$ cat src/rtl/vga_pkg.sv
// vga_pkg: shared mode encodings, colour-bar masks and default 640x480@60 timing
package vga_pkg;
  typedef enum logic [1:0] {COLOR_BAR = 2'd0, GRID = 2'd1, GRADIENT = 2'd2, EXTERNAL = 2'd3} mode_e;
  // {r,g,b} on/off per bar, bar 0 at index 0: white, yellow, cyan, green, magenta, red, blue, black
  localparam logic [7:0][2:0] BAR_MASK = {3'b000, 3'b001, 3'b100, 3'b101, 3'b010, 3'b011, 3'b110, 3'b111};
  localparam int DEF_H_ACTIVE = 640;
  localparam int DEF_H_FRONT  = 16;
  localparam int DEF_H_SYNC   = 96;
  localparam int DEF_H_BACK   = 48;
  localparam int DEF_V_ACTIVE = 480;
  localparam int DEF_V_FRONT  = 10;
  localparam int DEF_V_SYNC   = 2;
  localparam int DEF_V_BACK   = 33;
endpackage

$ cat src/rtl/vga_timing_core.sv
// vga_timing_core: raster counters, sync/de decode, coordinates and frame tracking
// Ports: i_clk, i_rst_n (async, active low); o_req_de/o_xpos/o_ypos/o_hs/o_vs/o_de are
// stage-1 registered decodes of the counters; o_frame_start pulses while the counters
// sit at (0,0); o_frame_cnt counts completed frames; o_load marks the edge that moves
// the counters onto (0,0), used by the top to latch the pattern mode.
module vga_timing_core
  import vga_pkg::*;
#(
  parameter int H_ACTIVE = DEF_H_ACTIVE,
  parameter int H_FRONT = DEF_H_FRONT,
  parameter int H_SYNC = DEF_H_SYNC,
  parameter int H_BACK = DEF_H_BACK,
  parameter int V_ACTIVE = DEF_V_ACTIVE,
  parameter int V_FRONT = DEF_V_FRONT,
  parameter int V_SYNC = DEF_V_SYNC,
  parameter int V_BACK = DEF_V_BACK,
  parameter logic HS_POL = 1'b0,
  parameter logic VS_POL = 1'b0
) (
  input  logic        i_clk,
  input  logic        i_rst_n,
  output logic        o_req_de,
  output logic [11:0] o_xpos,
  output logic [11:0] o_ypos,
  output logic        o_hs,
  output logic        o_vs,
  output logic        o_de,
  output logic        o_frame_start,
  output logic [15:0] o_frame_cnt,
  output logic        o_load
);
  localparam int H_TOTAL = H_SYNC + H_BACK + H_ACTIVE + H_FRONT;
  localparam int V_TOTAL = V_SYNC + V_BACK + V_ACTIVE + V_FRONT;
  localparam int H_ST = H_SYNC + H_BACK;
  localparam int V_ST = V_SYNC + V_BACK;
  logic [11:0] r_h, r_v;
  logic        r_live;
  logic        w_h_end, w_v_end, w_wrap, w_hact, w_vact, w_act;
  // r_live holds the counters at (0,0) for the first clock after reset so that
  // frame_start can be seen on that clock while still resetting to 0
  assign w_h_end = r_h == 12'(H_TOTAL - 1);
  assign w_v_end = r_v == 12'(V_TOTAL - 1);
  assign w_wrap  = r_live & w_h_end & w_v_end;
  assign w_hact  = (r_h >= 12'(H_ST)) && (r_h < 12'(H_ST + H_ACTIVE));
  assign w_vact  = (r_v >= 12'(V_ST)) && (r_v < 12'(V_ST + V_ACTIVE));
  assign w_act   = w_hact & w_vact;
  assign o_frame_start = r_live & (r_h == 12'd0) & (r_v == 12'd0);
  assign o_load = ~r_live | w_wrap;
  always_ff @(posedge i_clk or negedge i_rst_n) begin
    if (!i_rst_n) begin
      r_live      <= 1'b0;
      r_h         <= '0;
      r_v         <= '0;
      o_frame_cnt <= '0;
      o_req_de    <= 1'b0;
      o_xpos      <= '0;
      o_ypos      <= '0;
      o_hs        <= ~HS_POL;
      o_vs        <= ~VS_POL;
      o_de        <= 1'b0;
    end else begin
      r_live <= 1'b1;
      if (w_wrap) o_frame_cnt <= o_frame_cnt + 16'd1;
      if (r_live) begin
        r_h      <= w_h_end ? '0 : r_h + 12'd1;
        r_v      <= w_h_end ? (w_v_end ? '0 : r_v + 12'd1) : r_v;
        o_req_de <= w_act;
        o_de     <= w_act;
        o_xpos   <= w_act ? r_h - 12'(H_ST) : '0;
        o_ypos   <= w_act ? r_v - 12'(V_ST) : '0;
        o_hs     <= (r_h < 12'(H_SYNC)) ? HS_POL : ~HS_POL;
        o_vs     <= (r_v < 12'(V_SYNC)) ? VS_POL : ~VS_POL;
      end
    end
  end
endmodule

$ cat src/rtl/vga_pattern_engine.sv
// vga_pattern_engine: parametrised raster timing plus test-pattern / pass-through pixel output
// Ports: clk, rst_n (async, active low); mode selects COLOR_BAR/GRID/GRADIENT/EXTERNAL,
// latched at each frame start; ext_rgb {r,g,b} is sampled one clock after its
// req_de/xpos/ypos; vga_hs/vs/de/r/g/b lag the counters by two clocks;
// frame_start/frame_cnt track frames.
// Option: define VGA_PATTERN_SCROLL_EN to scroll GRID and GRADIENT one pixel per frame.
module vga_pattern_engine
  import vga_pkg::*;
#(
  parameter int H_ACTIVE = DEF_H_ACTIVE,
  parameter int H_FRONT = DEF_H_FRONT,
  parameter int H_SYNC = DEF_H_SYNC,
  parameter int H_BACK = DEF_H_BACK,
  parameter int V_ACTIVE = DEF_V_ACTIVE,
  parameter int V_FRONT = DEF_V_FRONT,
  parameter int V_SYNC = DEF_V_SYNC,
  parameter int V_BACK = DEF_V_BACK,
  parameter logic HS_POL = 1'b0,
  parameter logic VS_POL = 1'b0,
  parameter int COLOR_W = 8,
  parameter int GRID_LOG2 = 5
) (
  input  logic                 clk,
  input  logic                 rst_n,
  input  logic [1:0]           mode,
  input  logic [3*COLOR_W-1:0] ext_rgb,
  output logic                 req_de,
  output logic [11:0]          xpos,
  output logic [11:0]          ypos,
  output logic                 vga_hs,
  output logic                 vga_vs,
  output logic                 vga_de,
  output logic [COLOR_W-1:0]   vga_r,
  output logic [COLOR_W-1:0]   vga_g,
  output logic [COLOR_W-1:0]   vga_b,
  output logic                 frame_start,
  output logic [15:0]          frame_cnt
);
  localparam int XW = COLOR_W > GRID_LOG2 ? COLOR_W : GRID_LOG2;
  logic               w_hs, w_vs, w_de, w_load, w_grid;
  logic [2:0]         w_bar, w_mask;
  logic [XW-1:0]      w_xs;
  logic [COLOR_W-1:0] w_sum;
  logic [3*COLOR_W-1:0] w_pix;
  mode_e              r_mode;
  vga_timing_core #(
    .H_ACTIVE(H_ACTIVE), .H_FRONT(H_FRONT), .H_SYNC(H_SYNC), .H_BACK(H_BACK),
    .V_ACTIVE(V_ACTIVE), .V_FRONT(V_FRONT), .V_SYNC(V_SYNC), .V_BACK(V_BACK),
    .HS_POL(HS_POL), .VS_POL(VS_POL)
  ) u_core (
    .i_clk(clk), .i_rst_n(rst_n), .o_req_de(req_de), .o_xpos(xpos), .o_ypos(ypos),
    .o_hs(w_hs), .o_vs(w_vs), .o_de(w_de), .o_frame_start(frame_start),
    .o_frame_cnt(frame_cnt), .o_load(w_load)
  );
`ifdef VGA_PATTERN_SCROLL_EN
  assign w_xs = XW'(xpos + frame_cnt[11:0]);
`else
  assign w_xs = XW'(xpos);
`endif
  // bar index from constant boundary compares, so no divider is needed
  always_comb begin
    w_bar = 3'd0;
    for (int k = 1; k < 8; k++) if (xpos >= 12'(k * H_ACTIVE / 8)) w_bar = 3'(k);
  end
  assign w_mask = BAR_MASK[w_bar];
  assign w_grid = (w_xs[GRID_LOG2-1:0] == '0) || (ypos[GRID_LOG2-1:0] == '0);
  assign w_sum  = w_xs[COLOR_W-1:0] + ypos[COLOR_W-1:0];
  assign w_pix  = r_mode == COLOR_BAR ? {{COLOR_W{w_mask[2]}}, {COLOR_W{w_mask[1]}}, {COLOR_W{w_mask[0]}}} :
                  r_mode == GRID      ? {3*COLOR_W{w_grid}} :
                  r_mode == GRADIENT  ? {w_xs[COLOR_W-1:0], ypos[COLOR_W-1:0], w_sum} : ext_rgb;
  always_ff @(posedge clk or negedge rst_n) begin
    if (!rst_n) begin
      r_mode <= COLOR_BAR;
      vga_hs <= ~HS_POL;
      vga_vs <= ~VS_POL;
      vga_de <= 1'b0;
      {vga_r, vga_g, vga_b} <= '0;
    end else begin
      if (w_load) r_mode <= mode_e'(mode);
      vga_hs <= w_hs;
      vga_vs <= w_vs;
      vga_de <= w_de;
      {vga_r, vga_g, vga_b} <= w_de ? w_pix : '0;
    end
  end
endmodule

$ cat config.mk
export PLATFORM = sky130hd
export DESIGN_NAME = vga_pattern_engine
export DESIGN_NICKNAME = d
export VERILOG_FILES = /design/src/rtl/vga_pkg.sv /design/src/rtl/vga_timing_core.sv /design/src/rtl/vga_pattern_engine.sv
export SDC_FILE = /design/constraint.sdc
export NUM_CORES = 1
export LEC_CHECK = 0
export BUFFER_PORTS_ARGS = -buffer_cell sky130_fd_sc_hd__buf_2
export CAP_MARGIN = 5
export CORE_MARGIN = 2
export CORE_UTILIZATION = 55
export DETAILED_ROUTE_END_ITERATION = 10
export PLACE_DENSITY = 0.8
export SETUP_SLACK_MARGIN = 0.3
export SLEW_MARGIN = 10
export SYNTH_ARGS = -nofsm -noshare
export SYNTH_HDL_FRONTEND = slang
export SYNTH_SLANG_ARGS = --single-unit
export TNS_END_PERCENT = 5
$ cat constraint.sdc
create_clock -name clk -period 2.7 [get_ports clk]
set_clock_uncertainty 0.05 [all_clocks]
set_input_delay 0.54 -clock clk [delete_from_list [all_inputs] [get_ports clk]]
set_output_delay 0.54 -clock clk [all_outputs]
set_load 0.02 [all_outputs]
==> metrics <==
result of the run=finished clean; most common cell after layout, fill and taps aside=buf_2; die extent in y=101 um; setup total negative slack=0 ns; number of antenna repair diodes=0; Residual DRC=0; final core area utilization=0.657; Longest Clk Path Bufs=2; power density over the cells=478 nW/um^2; number of buffer cells added on primary ports=96; maximum number of pins on one net before global-route repair=62; Final GP Congestion=0.894; Crit. End Element=primary output; cell types occupying the most area after synthesis=dfrtp_1 (45%), nor2_1 (5.9%), xnor2_1 (5.4%); Setup CP Type=register to primary output; time the final worst path needs with I/O delays and setup=2.41 ns; hold bufs inserted after CTS=0; Slew @ Worst Pin=0.859 ns; count of final max-slew check failures=0; required arrival time at the worst endpoint=2.11 ns; Max H-tree Level=3; number of global-route vias before repair=4,264; FFs w/ async S/R, synth=1.00; GR Util All Layers=0.259; Clock Sinks=97; CTS Root Cell=clkbuf_8; global route total overflow=0; register-to-register path setup slack=0.36 ns; count of TritonRoute iterations in the first routing pass=5; initial DRC count=246; clk_lat worst skew=0.37 ns; initial standard-cell utilization of the core=0.562; floorplan core area=9200 um^2; fraction of final layout cells with drive strength greater than 1=0.242; CTS tree=done; Gate Count Post-Synth=555; data arrival at the endpoint of the critical path=1.82 ns; final hold vios=0; wire length per cell=16.7 um; average size of a mapped cell=9.31 um^2; count of pins on the block boundary=97; cell with the largest stage delay on the worst path=dfrtp_1; post-synth top area cell=dfrtp_1; leakage dissipation=0.00305 uW; number of antenna violations at the first check in global routing=0; remaining max-slew budget at the tightest pin=0.420; post-synthesis register bit count=97; unrepaired setup endpoints after global routing=yes; final setup violating endpoints=0; Filler cells=726; DIE AREA=10,200 um^2; number of max-cap violations=0; startpoint class of the critical path=register; synthesized area=5170 um^2; top cell type's share of synthesized area=0.450; Peak Freq=0.414 GHz; half-perimeter wire length after placement=9160 um; CP Buf/Inv Count=2; post-detailed-routing wire length=12,700 um; die outline width=101 um; most common flop cell mapped by yosys=dfrtp_1; via-per-instance ratio=5.84; count of distinct cell types in the synthesized netlist=52; worst ir drop on vdd=0.000290 V; number of flops mapped to enable cells by yosys=0; sequential-to-total area share from yosys stat=0.471; Worst Path Max Fanout=9; std cell rows=35; number of nets in the final layout=690; wire length of the first global-routing pass=20,700 um; Clock transition at path regs=0.09 ns; number of vias after detailed routing=4,446; crit-path max cell delay=0.39 ns; CP top delay family=simple AND/OR/NAND/NOR gates; Yosys warnings=0; Critical Path, Cell by Cell=buf_4 > nor4_2 > nand4_1 > nor3_4 > buf_6; number of buffers added by the clock tree synthesis step=9; antenna viol nets, final=0; Syn-to-layout area delta=17.0%; most frequent cells in the layout=buf_2 (94), dfrtp_1 (88), nor2_1 (81); net count after synthesis=600; Min-Delay Path Class=input port to async pin; share of the clock period used by the worst path after layout=0.894
-- cell type report --
cell class	instances	area, um^2	area share
multi-input cells	389	2510	0.416
well taps	111	139	0.0230
repair buffers	112	622	0.103
flip-flops and latches	97	2440	0.404
inverters	36	135	0.0224
clock inverters	7	70.1	0.0116
clock buffers	9	124	0.0205
-- what timing repair did --
action / in CTS / in global routing
gates cloned: 0 / 0
buffers inserted: 3 / 3
resized for setup: 6 / 15
setup endpoints to repair: 4 / 17
pin swaps: 0 / 5
-- state kept, by name, indices dropped and copies added (netlist names), 2 cells and up --
name	cells
u_core.o_frame_cnt	16
u_core.o_xpos	12
u_core.o_ypos	12
u_core.r_h	12
u_core.r_v	12
vga_b	8
vga_g	8
vga_r	8
r_mode	2
-- path summary, 6_finish.rpt --
check,cells past startpoint,from,endpoint
hold reg to reg,0,u_core.o_hs$_DFFE_PN1P_,vga_hs$_DFF_PN1_
hold / removal,1,rst_n,vga_r[2]$_DFF_PN0_
setup reg to reg,6,u_core.o_xpos[5]$_DFFE_PN0P_,vga_b[5]$_DFF_PN0_
setup / recovery,5,u_core.r_v[8]$_DFFE_PN0P_,frame_start
max in group asynchronous,2,rst_n,u_core.o_vs$_DFFE_PN1P_
min in group clk,3,mode[0],r_mode[0]$_DFFE_PN0P_
-- synthesized netlist by cell type (5+ instances only) --
cell,count
dfrtp_1,93
nor2_1,81
nand2_1,40
inv_1,36
xnor2_1,32
o21ai_0,28
clkbuf_1,25
o22ai_1,23
o21a_1,18
a221oi_1,17
ha_1,16
and3_1,12
nand3_1,12
nor3_1,12
xor2_1,11
a21oi_1,10
nand4_1,10
a211oi_1,6
and4_1,5
nor4_1,5
-- power by group --
group | switching [uW] | leakage (uW) | total (uW) | internal, uW
logic | 228 | 0.00163 | 375 | 147
registers | 57.7 | 0.00132 | 1550 | 1490
clock network | 533 | 0.0000994 | 961 | 428
-- through the flow --
stage	setup slack (ns)	area [um^2]	instances	power (uW)	hold slack, ns
after floorplan	0.461	5170	555	1800	0.194
after global placement	0.311	5740	739	1910	0.305
after detailed placement	0.219	5740	739	1930	0.315
after CTS	0.198	5980	758	2880	0.0731
after global routing	0.220	6040	761	3020	0.0961
final	0.287	6040	761	2890	0.0616
-- metal layers --
metal / GRT usage / up-vias / part of all wire
met1: 0.347 / 2150 / 0.43
met3: 0.0347 / 24 / 0.059
met2: 0.431 / 146 / 0.49
li1: - / 2126 / -
met5: 0 / - / 0
met4: 0.0988 / 0 / 0.022
-- cells by family (layout without fill, tap and decap cells) --
| logic type | Yosys count | in the layout | share of synthesized area |
|---|---|---|---|
| other | 1 | 1 | 0.000726 |
| adder cells (fa/ha/maj) | 17 | 17 | 0.0426 |
| multiplexers | 7 | 7 | 0.0143 |
| flip-flops | 97 | 97 | 0.471 |
| buffers and inverters | 69 | 164 | 0.0523 |
| AO/OA/AOI/OAI | 123 | 123 | 0.162 |
| XOR/XNOR | 43 | 43 | 0.0729 |
| AND/OR/NAND/NOR | 198 | 198 | 0.185 |
-- worst reg2reg max path, delay by kind of cell, from the launching register on --
family             cells  cell delay [ns]
AOI/OAI and AO/OA      5             1.13
DFF                    1             0.50
and+or+nand+nor        1             0.55
Power figures use the tool's default switching activity.
